**src/rtl/motor_pkg.sv**
```systemverilog
`default_nettype none
// ============================================================================
// Module   : motor_pkg
// Brief    : Direction codes, sequencer state type and duty helpers shared by
//            the motor command sequencer files.
// Revision : 1.0 - initial release
// ============================================================================
package motor_pkg;

    localparam logic [7:0] DIR_BRAKE = 8'h10;
    localparam logic [7:0] DIR_FWD   = 8'h02;
    localparam logic [7:0] DIR_LEFT  = 8'h08;
    localparam logic [7:0] DIR_RIGHT = 8'h20;
    localparam logic [7:0] DIR_BACK  = 8'h80;

    localparam logic [6:0] DUTY_MAX  = 7'd100;

    typedef enum logic [1:0] {
        ST_BRAKED    = 2'd0,
        ST_DRIVE     = 2'd1,
        ST_RAMP_DOWN = 2'd2,
        ST_DEAD      = 2'd3
    } seq_state_t;

    function automatic logic is_move_code(input logic [7:0] code);
        return (code == DIR_FWD) || (code == DIR_LEFT) ||
               (code == DIR_RIGHT) || (code == DIR_BACK);
    endfunction

    function automatic logic is_valid_code(input logic [7:0] code);
        return is_move_code(code) || (code == DIR_BRAKE);
    endfunction

    // Move duty toward goal by at most step, landing exactly on goal.
    function automatic logic [6:0] slew(input logic [6:0] duty,
                                        input logic [6:0] goal,
                                        input logic [6:0] step);
        logic [6:0] diff;
        diff = (duty > goal) ? (duty - goal) : (goal - duty);
        if (diff > step) diff = step;
        return (duty > goal) ? (duty - diff) : (duty + diff);
    endfunction

endpackage
`default_nettype wire

```
**src/rtl/ramp_tick_gen.sv**
```systemverilog
`default_nettype none
// ============================================================================
// Module   : ramp_tick_gen
// Brief    : Free-running prescaler; tick is high one cycle in every RAMP_DIV.
// Revision : 1.0 - initial release
// ============================================================================
module ramp_tick_gen #(
    parameter int RAMP_DIV = 50000
) (
    input  logic clk,
    input  logic rst_n,
    output logic tick
);

    localparam int             CW       = (RAMP_DIV > 1) ? $clog2(RAMP_DIV) : 1;
    localparam logic [CW-1:0]  CNT_LAST = CW'(RAMP_DIV - 1);

    logic [CW-1:0] cnt_q;
    logic [CW-1:0] cnt_d;

    always_comb begin
        tick  = (cnt_q == CNT_LAST);
        cnt_d = tick ? '0 : cnt_q + CW'(1);
    end

    always_ff @(posedge clk or negedge rst_n) begin
        if (!rst_n) cnt_q <= '0;
        else        cnt_q <= cnt_d;
    end

endmodule
`default_nettype wire

```
**src/rtl/motor_cmd_sequencer.sv**
```systemverilog
`default_nettype none
// ============================================================================
// Module   : motor_cmd_sequencer
// Brief    : Turns validated motion commands into slew-limited duty and
//            direction codes with brake dead-time and a command watchdog.
// Revision : 1.0 - initial release
// ============================================================================
module motor_cmd_sequencer
    import motor_pkg::*;
#(
    parameter int RAMP_DIV = 50000,
    parameter int STEP     = 5,
    parameter int DEAD_CYC = 500000,
    parameter int TIMEOUT  = 25000000
) (
    input  logic       clk,
    input  logic       rst_n,
    input  logic       cmd_valid,
    output logic       cmd_ready,
    input  logic [7:0] cmd_code,
    input  logic [6:0] cmd_speed,
    output logic [7:0] dir_code,
    output logic [6:0] duty_cycle_1,
    output logic [6:0] duty_cycle_2,
    output logic       busy,
    output logic       invalid_cmd,
    output logic       timeout
);

    localparam int            DW       = (DEAD_CYC > 0) ? $clog2(DEAD_CYC + 1) : 1;
    localparam int            WW       = (TIMEOUT > 1) ? $clog2(TIMEOUT) : 1;
    localparam logic [DW-1:0] DEAD_LD  = DW'(DEAD_CYC);
    localparam logic [WW-1:0] WD_LAST  = WW'(TIMEOUT - 1);
    localparam logic [6:0]    STEP_V   = 7'(STEP);

    seq_state_t    state_q, state_d;
    logic [7:0]    cur_dir_q, cur_dir_d;
    logic [7:0]    next_dir_q, next_dir_d;
    logic [6:0]    target_q, target_d;
    logic [6:0]    next_target_q, next_target_d;
    logic [6:0]    duty_q, duty_d;
    logic [7:0]    dir_code_q, dir_code_d;
    logic [DW-1:0] dead_cnt_q, dead_cnt_d;
    logic [WW-1:0] wd_cnt_q, wd_cnt_d;
    logic          invalid_q, invalid_d;
    logic          timeout_q, timeout_d;

    logic          tick;
    logic          accept;
    logic          code_ok;
    logic          wd_fire;
    logic [6:0]    speed_clamped;
    logic [6:0]    goal;

    ramp_tick_gen #(
        .RAMP_DIV (RAMP_DIV)
    ) u_tick (
        .clk   (clk),
        .rst_n (rst_n),
        .tick  (tick)
    );

    assign cmd_ready = (state_q == ST_BRAKED) || (state_q == ST_DRIVE);

    always_comb begin
        accept        = cmd_valid && cmd_ready;
        code_ok       = is_valid_code(cmd_code);
        speed_clamped = (cmd_speed > DUTY_MAX) ? DUTY_MAX : cmd_speed;
        // An accepted command in the same cycle suppresses the watchdog.
        wd_fire       = (TIMEOUT != 0) && (state_q == ST_DRIVE) && !accept &&
                        (wd_cnt_q == WD_LAST);

        state_d       = state_q;
        cur_dir_d     = cur_dir_q;
        next_dir_d    = next_dir_q;
        target_d      = target_q;
        next_target_d = next_target_q;
        dead_cnt_d    = dead_cnt_q;
        invalid_d     = accept && !code_ok;
        timeout_d     = wd_fire;

        case (state_q)
            ST_BRAKED: begin
                if (accept && is_move_code(cmd_code)) begin
                    cur_dir_d = cmd_code;
                    target_d  = speed_clamped;
                    state_d   = ST_DRIVE;
                end
            end
            ST_DRIVE: begin
                if (accept && code_ok) begin
                    if (cmd_code == cur_dir_q) begin
                        target_d = speed_clamped;
                    end else begin
                        next_dir_d    = cmd_code;
                        next_target_d = speed_clamped;
                        state_d       = ST_RAMP_DOWN;
                    end
                end else if (wd_fire) begin
                    next_dir_d    = DIR_BRAKE;
                    next_target_d = '0;
                    state_d       = ST_RAMP_DOWN;
                end
            end
            ST_RAMP_DOWN: begin
                if (duty_q == '0) begin
                    state_d    = ST_DEAD;
                    dead_cnt_d = DEAD_LD;
                end
            end
            ST_DEAD: begin
                if (dead_cnt_q <= DW'(1)) begin
                    if (next_dir_q == DIR_BRAKE) begin
                        state_d = ST_BRAKED;
                    end else begin
                        cur_dir_d = next_dir_q;
                        target_d  = next_target_q;
                        state_d   = ST_DRIVE;
                    end
                end else begin
                    dead_cnt_d = dead_cnt_q - DW'(1);
                end
            end
            default: state_d = ST_BRAKED;
        endcase

        if ((TIMEOUT == 0) || (state_q != ST_DRIVE) || accept || wd_fire)
            wd_cnt_d = '0;
        else
            wd_cnt_d = wd_cnt_q + WW'(1);

        goal = (state_q == ST_DRIVE) ? target_q : 7'd0;
        if ((state_q == ST_DRIVE) || (state_q == ST_RAMP_DOWN))
            duty_d = tick ? slew(duty_q, goal, STEP_V) : duty_q;
        else
            duty_d = '0;

        // Direction output trails the state register by one cycle.
        dir_code_d = ((state_q == ST_DRIVE) || (state_q == ST_RAMP_DOWN)) ?
                     cur_dir_q : DIR_BRAKE;
    end

    always_ff @(posedge clk or negedge rst_n) begin
        if (!rst_n) begin
            state_q       <= ST_BRAKED;
            cur_dir_q     <= DIR_BRAKE;
            next_dir_q    <= DIR_BRAKE;
            target_q      <= '0;
            next_target_q <= '0;
            duty_q        <= '0;
            dir_code_q    <= DIR_BRAKE;
            dead_cnt_q    <= '0;
            wd_cnt_q      <= '0;
            invalid_q     <= 1'b0;
            timeout_q     <= 1'b0;
        end else begin
            state_q       <= state_d;
            cur_dir_q     <= cur_dir_d;
            next_dir_q    <= next_dir_d;
            target_q      <= target_d;
            next_target_q <= next_target_d;
            duty_q        <= duty_d;
            dir_code_q    <= dir_code_d;
            dead_cnt_q    <= dead_cnt_d;
            wd_cnt_q      <= wd_cnt_d;
            invalid_q     <= invalid_d;
            timeout_q     <= timeout_d;
        end
    end

    assign dir_code     = dir_code_q;
    assign duty_cycle_1 = duty_q;
    assign duty_cycle_2 = duty_q;
    assign busy         = (state_q == ST_RAMP_DOWN) || (state_q == ST_DEAD);
    assign invalid_cmd  = invalid_q;
    assign timeout      = timeout_q;

endmodule
`default_nettype wire

```
**config.mk**
```make
export PLATFORM = sky130hd
export DESIGN_NAME = motor_cmd_sequencer
export DESIGN_NICKNAME = d
export VERILOG_FILES = /design/src/rtl/motor_pkg.sv /design/src/rtl/ramp_tick_gen.sv /design/src/rtl/motor_cmd_sequencer.sv
export SDC_FILE = /design/constraint.sdc
export NUM_CORES = 1
export LEC_CHECK = 0
export ABC_AREA = 0
export CORE_MARGIN = 2
export CORE_UTILIZATION = 55
export DETAILED_ROUTE_END_ITERATION = 8
export PLACE_DENSITY = 0.87
export SLEW_MARGIN = 20
export SYNTH_ARGS = -nofsm -noshare
export SYNTH_HDL_FRONTEND = slang
export SYNTH_SLANG_ARGS = --single-unit
```
**constraint.sdc**
```tcl
create_clock -name clk -period 14.45 [get_ports clk]
set_clock_uncertainty 0.2 [all_clocks]
set_input_delay 2.89 -clock clk [delete_from_list [all_inputs] [get_ports clk]]
set_output_delay 2.89 -clock clk [all_outputs]
set_load 0.01 [all_outputs]
```
Word-level counts from Yosys, hierarchy flattened
Cells that the tools add are included.

storage, ports and cells
  register bits = 109
  output and inout bits = 26

operators by class
  muxes and demuxes = 38
  order comparisons = 4
  eq/ne operators = 24
  reductions and logical operators = 28
  $add $sub $neg = 7

operators with widths
  operator                                                                 number
  7-bit two-way mux                                                        16
  8-bit two-way mux                                                        7
  19-bit two-way mux                                                       2
  19-bit case mux with 2 select lines                                      1
  25-bit by 1-bit adder with 25-bit output (second input constant)         1
  25-bit equality test (second input constant)                             1
  25-bit two-way mux                                                       1
  7-bit case mux with 3 select lines                                       1
  7-bit subtractor                                                         3
  19-bit by 1-bit <= comparator with 1-bit output (second input constant)  1
  19-bit by 1-bit subtractor with 19-bit output (second input constant)    1
  16-bit by 1-bit adder with 16-bit output (second input constant)         1
  16-bit equality test (second input constant)                             1
  8-bit by 5-bit equality test with 1-bit output (second input constant)   2
  16-bit two-way mux                                                       1
  8-bit case mux with 2 select lines                                       1
  2-bit two-way mux                                                        6
  2-bit inequality test (second input constant)                            6
  1-bit logical OR                                                         9
  8-bit by 2-bit equality test with 1-bit output (second input constant)   1
  8-bit by 4-bit equality test with 1-bit output (second input constant)   1
  8-bit by 6-bit equality test with 1-bit output (second input constant)   1
  8-bit equality test                                                      1
  8-bit equality test (second input constant)                              1
  other kinds (21)                                                         34

Longest topological paths before layout
  word-level depth = 11
  mapped depth = 29
  depth with buffers taken out = 28

Cells and area by module
A second synthesis with hierarchy kept.

unflattened totals
  cell total of the unflattened synthesis = 656
  area total of the unflattened synthesis = 6508.7 µm²

by module, submodules not included
  module               area an instance (µm²)  cells each  seq. area each (µm²)  instances
  motor_cmd_sequencer  5746.8                  589         2331.0                1
  ramp_tick_gen        762.0                   67          400.4                 1

Least setup slack after synthesis
No wires, ideal clock.

  kind = flip-flop to flip-flop
  from = register state_q[0]
  to = register duty_q[6] (netlist: duty_cycle_1[6])
  arrival time = 5321 ps
  setup slack = 8850 ps
  clock period less this slack = 5600 ps
  stages on the path, launching flop included = 27
  cells stage by stage = dfrtp_1 > ha_1 > buf_2 > nand2_1 > inv_1 > ha_1 > and2b_1 > o221ai_2 > a21o_1 > buf_6 > and2_1 > a221o_1 > a2111oi_4 > o21ai_0 > ha_1 > inv_1 > a21o_1 > a31oi_1 > ha_1 > a21o_1 > a21oi_1 > o21bai_1 > a21oi_1 > or3b_2 > or4_1 > nand3_1 > mux2i_1

on the way
  cells in the longest elaborated chain, start to end = 11
  elaborated cells on any way between the ends = 17
  classes of those cells = add/sub (4); order compare (2); eq/ne (3); mux (7); reduce/logical (1)

RTL lines
  what                                                    line                                                    source
  from (decl)                                             motor_cmd_sequencer.sv:36                               seq_state_t state_q, state_d;
  from (signal assigned)                                  motor_cmd_sequencer.sv:157                              state_q <= state_d;
  2-bit by 1-bit equality test with 1-bit output          motor_cmd_sequencer.sv:132, motor_cmd_sequencer.sv:133
  7-bit two-way mux                                       motor_cmd_sequencer.sv:132                              goal = (state_q == ST_DRIVE) ? target_q : 7'd0;
  7-bit subtractor or 7-bit > comparator (tied branches)  motor_pkg.sv:39, motor_pkg.sv:41
  7-bit two-way mux                                       motor_pkg.sv:39                                         diff = (duty > goal) ? (duty - goal) : (goal - duty);
  7-bit by 3-bit > comparator with 1-bit output           motor_pkg.sv:40                                         if (diff > step) diff = step;
  7-bit two-way mux                                       motor_pkg.sv:40
  7-bit two-way mux                                       motor_cmd_sequencer.sv:133                              if ((state_q == ST_DRIVE) || (state_q == ST_RAMP_DOWN))
  7-bit adder or 7-bit subtractor (tied branches)         motor_pkg.sv:41                                         return (duty > goal) ? (duty - diff) : (duty + diff);
  7-bit two-way mux                                       motor_pkg.sv:41
  7-bit two-way mux                                       motor_cmd_sequencer.sv:134                              duty_d = tick ? slew(duty_q, goal, STEP_V) : duty_q;
  7-bit two-way mux                                       motor_cmd_sequencer.sv:133
  to (signal assigned)                                    motor_cmd_sequencer.sv:162                              duty_q <= duty_d;
  to (decl)                                               motor_cmd_sequencer.sv:41                               logic [6:0] duty_q, duty_d;

Parallel ways exist; a longest one is shown, timed or not. The select of a mux whose other input is x is not followed.
A chain may end at the register's enable or synchronous reset.

Worst setup path in the final report
  from = register state_q[1]
  to = register duty_q[6] (netlist: duty_cycle_1[6])

Same word-level chain as after synthesis.

==> impl_metrics.yaml <==
drt:
  post-route-drc-count: 0
  number_of_nets_with_antenna_violations_after_routing: 0
  dr_total_vias: 4873
  route.detailed.vias_per_inst: 5.878
  drt_pass1_iterations: 5
  wl_per_cell_um: 16.16
  wirelength_um: 13390
  dr_iter_0_viols: 291
setup_path:
  setup.worst_path.end_class: "flop"
  setup.worst_path.class: "reg2reg"
  timing.critical_path.arrival_ns: 6.55
  crit_path_start: "state_q[1]"
  crit_path_max_fanout: 12
  timing.rr.start: "state_q[1]"
  worstPathRequired_ns: 14.54
  cp-start-kind: "flop"
cells_and_area:
  summed_area_of_non_filler_cells_in_the_final_layout_mm2: 0.007106
  final_core_utilization_pct: 62.77
  nNetsFinal: 731
  syn_to_final_growth_pct: 12.06
  antenna_cells: 0
  nFillCells: 892
  fraction_of_layout_instances_using_a_drive_strength_above_1_pct: 7.580
synthesis:
  synth_warnings: 0
  yosys.area.top_type: "dfrtp_1"
  postSynthNetCount: 702
  synthArstFlopShare_pct: 100.0
  number_of_standard_cells_after_synthesis: 652
  synth_area_per_cell_um2: 9.726
  postSynth.topFlopCell: "dfrtp_1"
  yosys_register_bits: 109
  yosys.cell_types.count: 79
  synth_area_leaders: "dfrtp_1, ha_1, xor2_1"
  sequential_fraction_of_the_synthesis_area_pct: 43.07
  synth_enable_flop_cells: 0
  synthDominantCellAreaShare_pct: 41.83
  mappedNetlistArea_mm2: 0.006341
run_status:
  status: "finished, final reports clean"
power:
  power_per_cell_area_mw_per_mm2: 81.85
  power.leakage_nw: 3.197
  pwr-share-clk_pct: 43.9
  seqPwrFrac_pct: 52.8
  power.share.switching_pct: 22.61
  cellInternalPower_mw: 0.4501
  worst_ir_drop_vdd_mv: 0.06785
  pwr-share-comb_pct: 3.3
  switchingPower_mw: 0.1315
place:
  hpwl_um: 9602
  port-buffer-count: 43
  placement.setup.worst_slack_ns: 8.070
  globalplace.congestion: 0.9319
  instance_area_after_placement_mm2: 0.006790
floorplanning:
  initial_utilization_pct: 56.01
  placeableCoreArea_mm2: 0.01132
  dieWidth_um: 111.4
  ios: 44
  design.die.area_mm2: 0.01240
  core.rowCount: 39
  die_h_um: 111.4
timing:
  fin_worst_hold_slack_ns: 0.2587
  tns_ns: 0
  layout_setup_ws_ns: 7.987
  setup_viol_count_final: 0
  report.final.hold_viol_count: 0
  timing.final.crit_period_ns: 6.463
  maxSlewHeadroom_pct: 28.02
  number_of_slew_limit_violations_in_the_final_report: 0
  grt_setup_unrepaired: "false"
  finalCritPeriodShare_pct: 44.73
  tightest_slew_ns: 1.080
  max_freq_mhz: 154.7
min_path:
  hold_path_startpoint: "u_tick.cnt_q[0]"
  min_path_type: "reg2reg"
clocking:
  insertion_delay_ns: 0.36
  cts_inserted_buffers: 9
  cts.hold.buffers_added: 0
  cts_repair_resize_count: 0
  clkSlewWorstSetupHoldPaths_ns: 0.08
  cts_root_buf: "clkbuf_16"
  cts_tree: "built"
  clock_sinks: 109
  max-clock-path-buffers: 2
  htree_num_levels: 3
  post_cts_setup_buffer_count: 0
global_routing:
  first_global_vias: 4855
  top_usage_layer: "met2"
  global_route.usage.total_pct: 22.30
  met2_resource_use_gr_pct: 36.30
  antenna_found_initial: 0
  first_pass_grt_wire_length_um: 22610
  globalRouteOverflowTotal: 0
  global_route.usage.met3_pct: 3.484
  gr-usage-met1_pct: 29.19
  grt_max_degree: 70
flow_run:
  timing.max_cap.violations: 0
## layout by cell type, fill, tap and decap left out, drive strengths merged, types with 10 or more instances in the layout
cell	n
dfrtp	106
nor2	68
nand2	60
clkdlybuf4s50	42
xor2	37
inv	32
a21oi	31
ha	29
o21ai	29
xnor2	25
nand3	22
and3	18
mux2i	17
and2	16
nor3	13
nor4	10
## cells in the mapped netlist (7+ instances only)
| library cell | count |
|---|---|
| ha_1 | 29 |
| nand2_1 | 59 |
| or3_1 | 9 |
| xnor2_1 | 25 |
| nor2b_1 | 8 |
| a21oi_1 | 28 |
| and3_1 | 18 |
| clkbuf_1 | 8 |
| xor2_1 | 37 |
| o21ai_0 | 21 |
| buf_4 | 9 |
| nand3_1 | 21 |
| and2_1 | 14 |
| nand4_1 | 8 |
| mux2i_1 | 17 |
| a21o_1 | 7 |
| nor4_1 | 8 |
| dfrtp_1 | 106 |
| nor3_1 | 13 |
| nor2_1 | 67 |
| inv_1 | 31 |
## final timing paths
kind	endpoint	slack [ns]	cells past startpoint
setup / recovery	duty_cycle_1[6]	7.99	25
hold / removal	u_tick.cnt_q[0]	0.26	1
setup reg to reg	duty_cycle_1[6]	7.99	25
hold reg to reg	u_tick.cnt_q[0]	0.26	1
max in group asynchronous	dead_cnt_q[2]	10.49	2
min in group asynchronous	target_q[5]	2.31	1
## per-layer routing
| layer | up-vias | share of wire (%) |
|---|---|---|
| met1 | 2370 | 43 |
| met3 | 39 | 4.3 |
| met5 | - | 0 |
| li1 | 2322 | - |
| met4 | 0 | 3.4 |
| met2 | 142 | 49 |
## layout make-up
class	count	area (µm²)	area share (%)
clock buffers	9	225.2	3.170
inverters	31	116.4	1.638
clock inverters	7	85.08	1.197
well taps	143	178.9	2.518
flip-flops and latches	109	2731	38.44
repair buffers	44	435.4	6.128
multi-input cells	486	3333	46.91
## sequential cells by signal, summed over array words and instances, names as in the netlist, 2 cells and up
signal         cells
next_target_q      7
wd_cnt_q          25
dir_code           8
u_tick.cnt_q      16
cur_dir_q          8
target_q           7
next_dir_q         8
state_q            2
duty_cycle_1       7
dead_cnt_q        19
## logic make-up (layout without fill, tap and decap cells)
| kind of cell | Yosys count | count (layout) | share of synthesized area, % |
|---|---|---|---|
| AOI/OAI and AO/OA | 114 | 114 | 13.12 |
| xor gates and xnor gates | 62 | 62 | 8.564 |
| adders and majority gates | 32 | 32 | 6.669 |
| buffers and inverters | 57 | 91 | 4.439 |
| DFF | 109 | 109 | 43.07 |
| muxes | 19 | 19 | 3.098 |
| and+or+nand+nor | 259 | 259 | 21.03 |
## metrics by stage
stage               power [mW]  std cells
floorplan               0.3191        652
global placement        0.3316        813
detailed placement      0.3324        813
CTS                     0.5864        829
global route            0.6015        829
finish                  0.5816        829
## worst max-delay path, cell delays in order, from the launching register on
cell and delay (ns):
dfrtp_1 0.42, inv_1 0.12, ha_1 0.49, nand2_1 0.15, inv_1 0.08, ha_1 0.38
nand4_1 0.20, o22ai_2 0.30, a21o_1 0.32, nor2_1 0.11, a221o_1 0.40, a2111oi_4 0.54
o21ai_0 0.18, ha_1 0.25, inv_1 0.08, a21o_1 0.10, a31oi_1 0.11, ha_1 0.36
a21o_1 0.12, a21oi_1 0.09, o21bai_1 0.13, a21oi_1 0.12, or3b_2 0.47, or4_1 0.40
nand3_1 0.10, mux2i_1 0.18
## power by group through the flow
stage               Combinational [mW]  Sequential, mW  Clock (mW)
finish                          0.0190           0.307       0.255
detailed placement              0.0191           0.313           0
global placement                0.0184           0.313           0
CTS                             0.0193           0.307       0.260
floorplan                      0.00622           0.313           0
global route                    0.0212           0.307       0.273
Power figures use the tool's default switching activity.
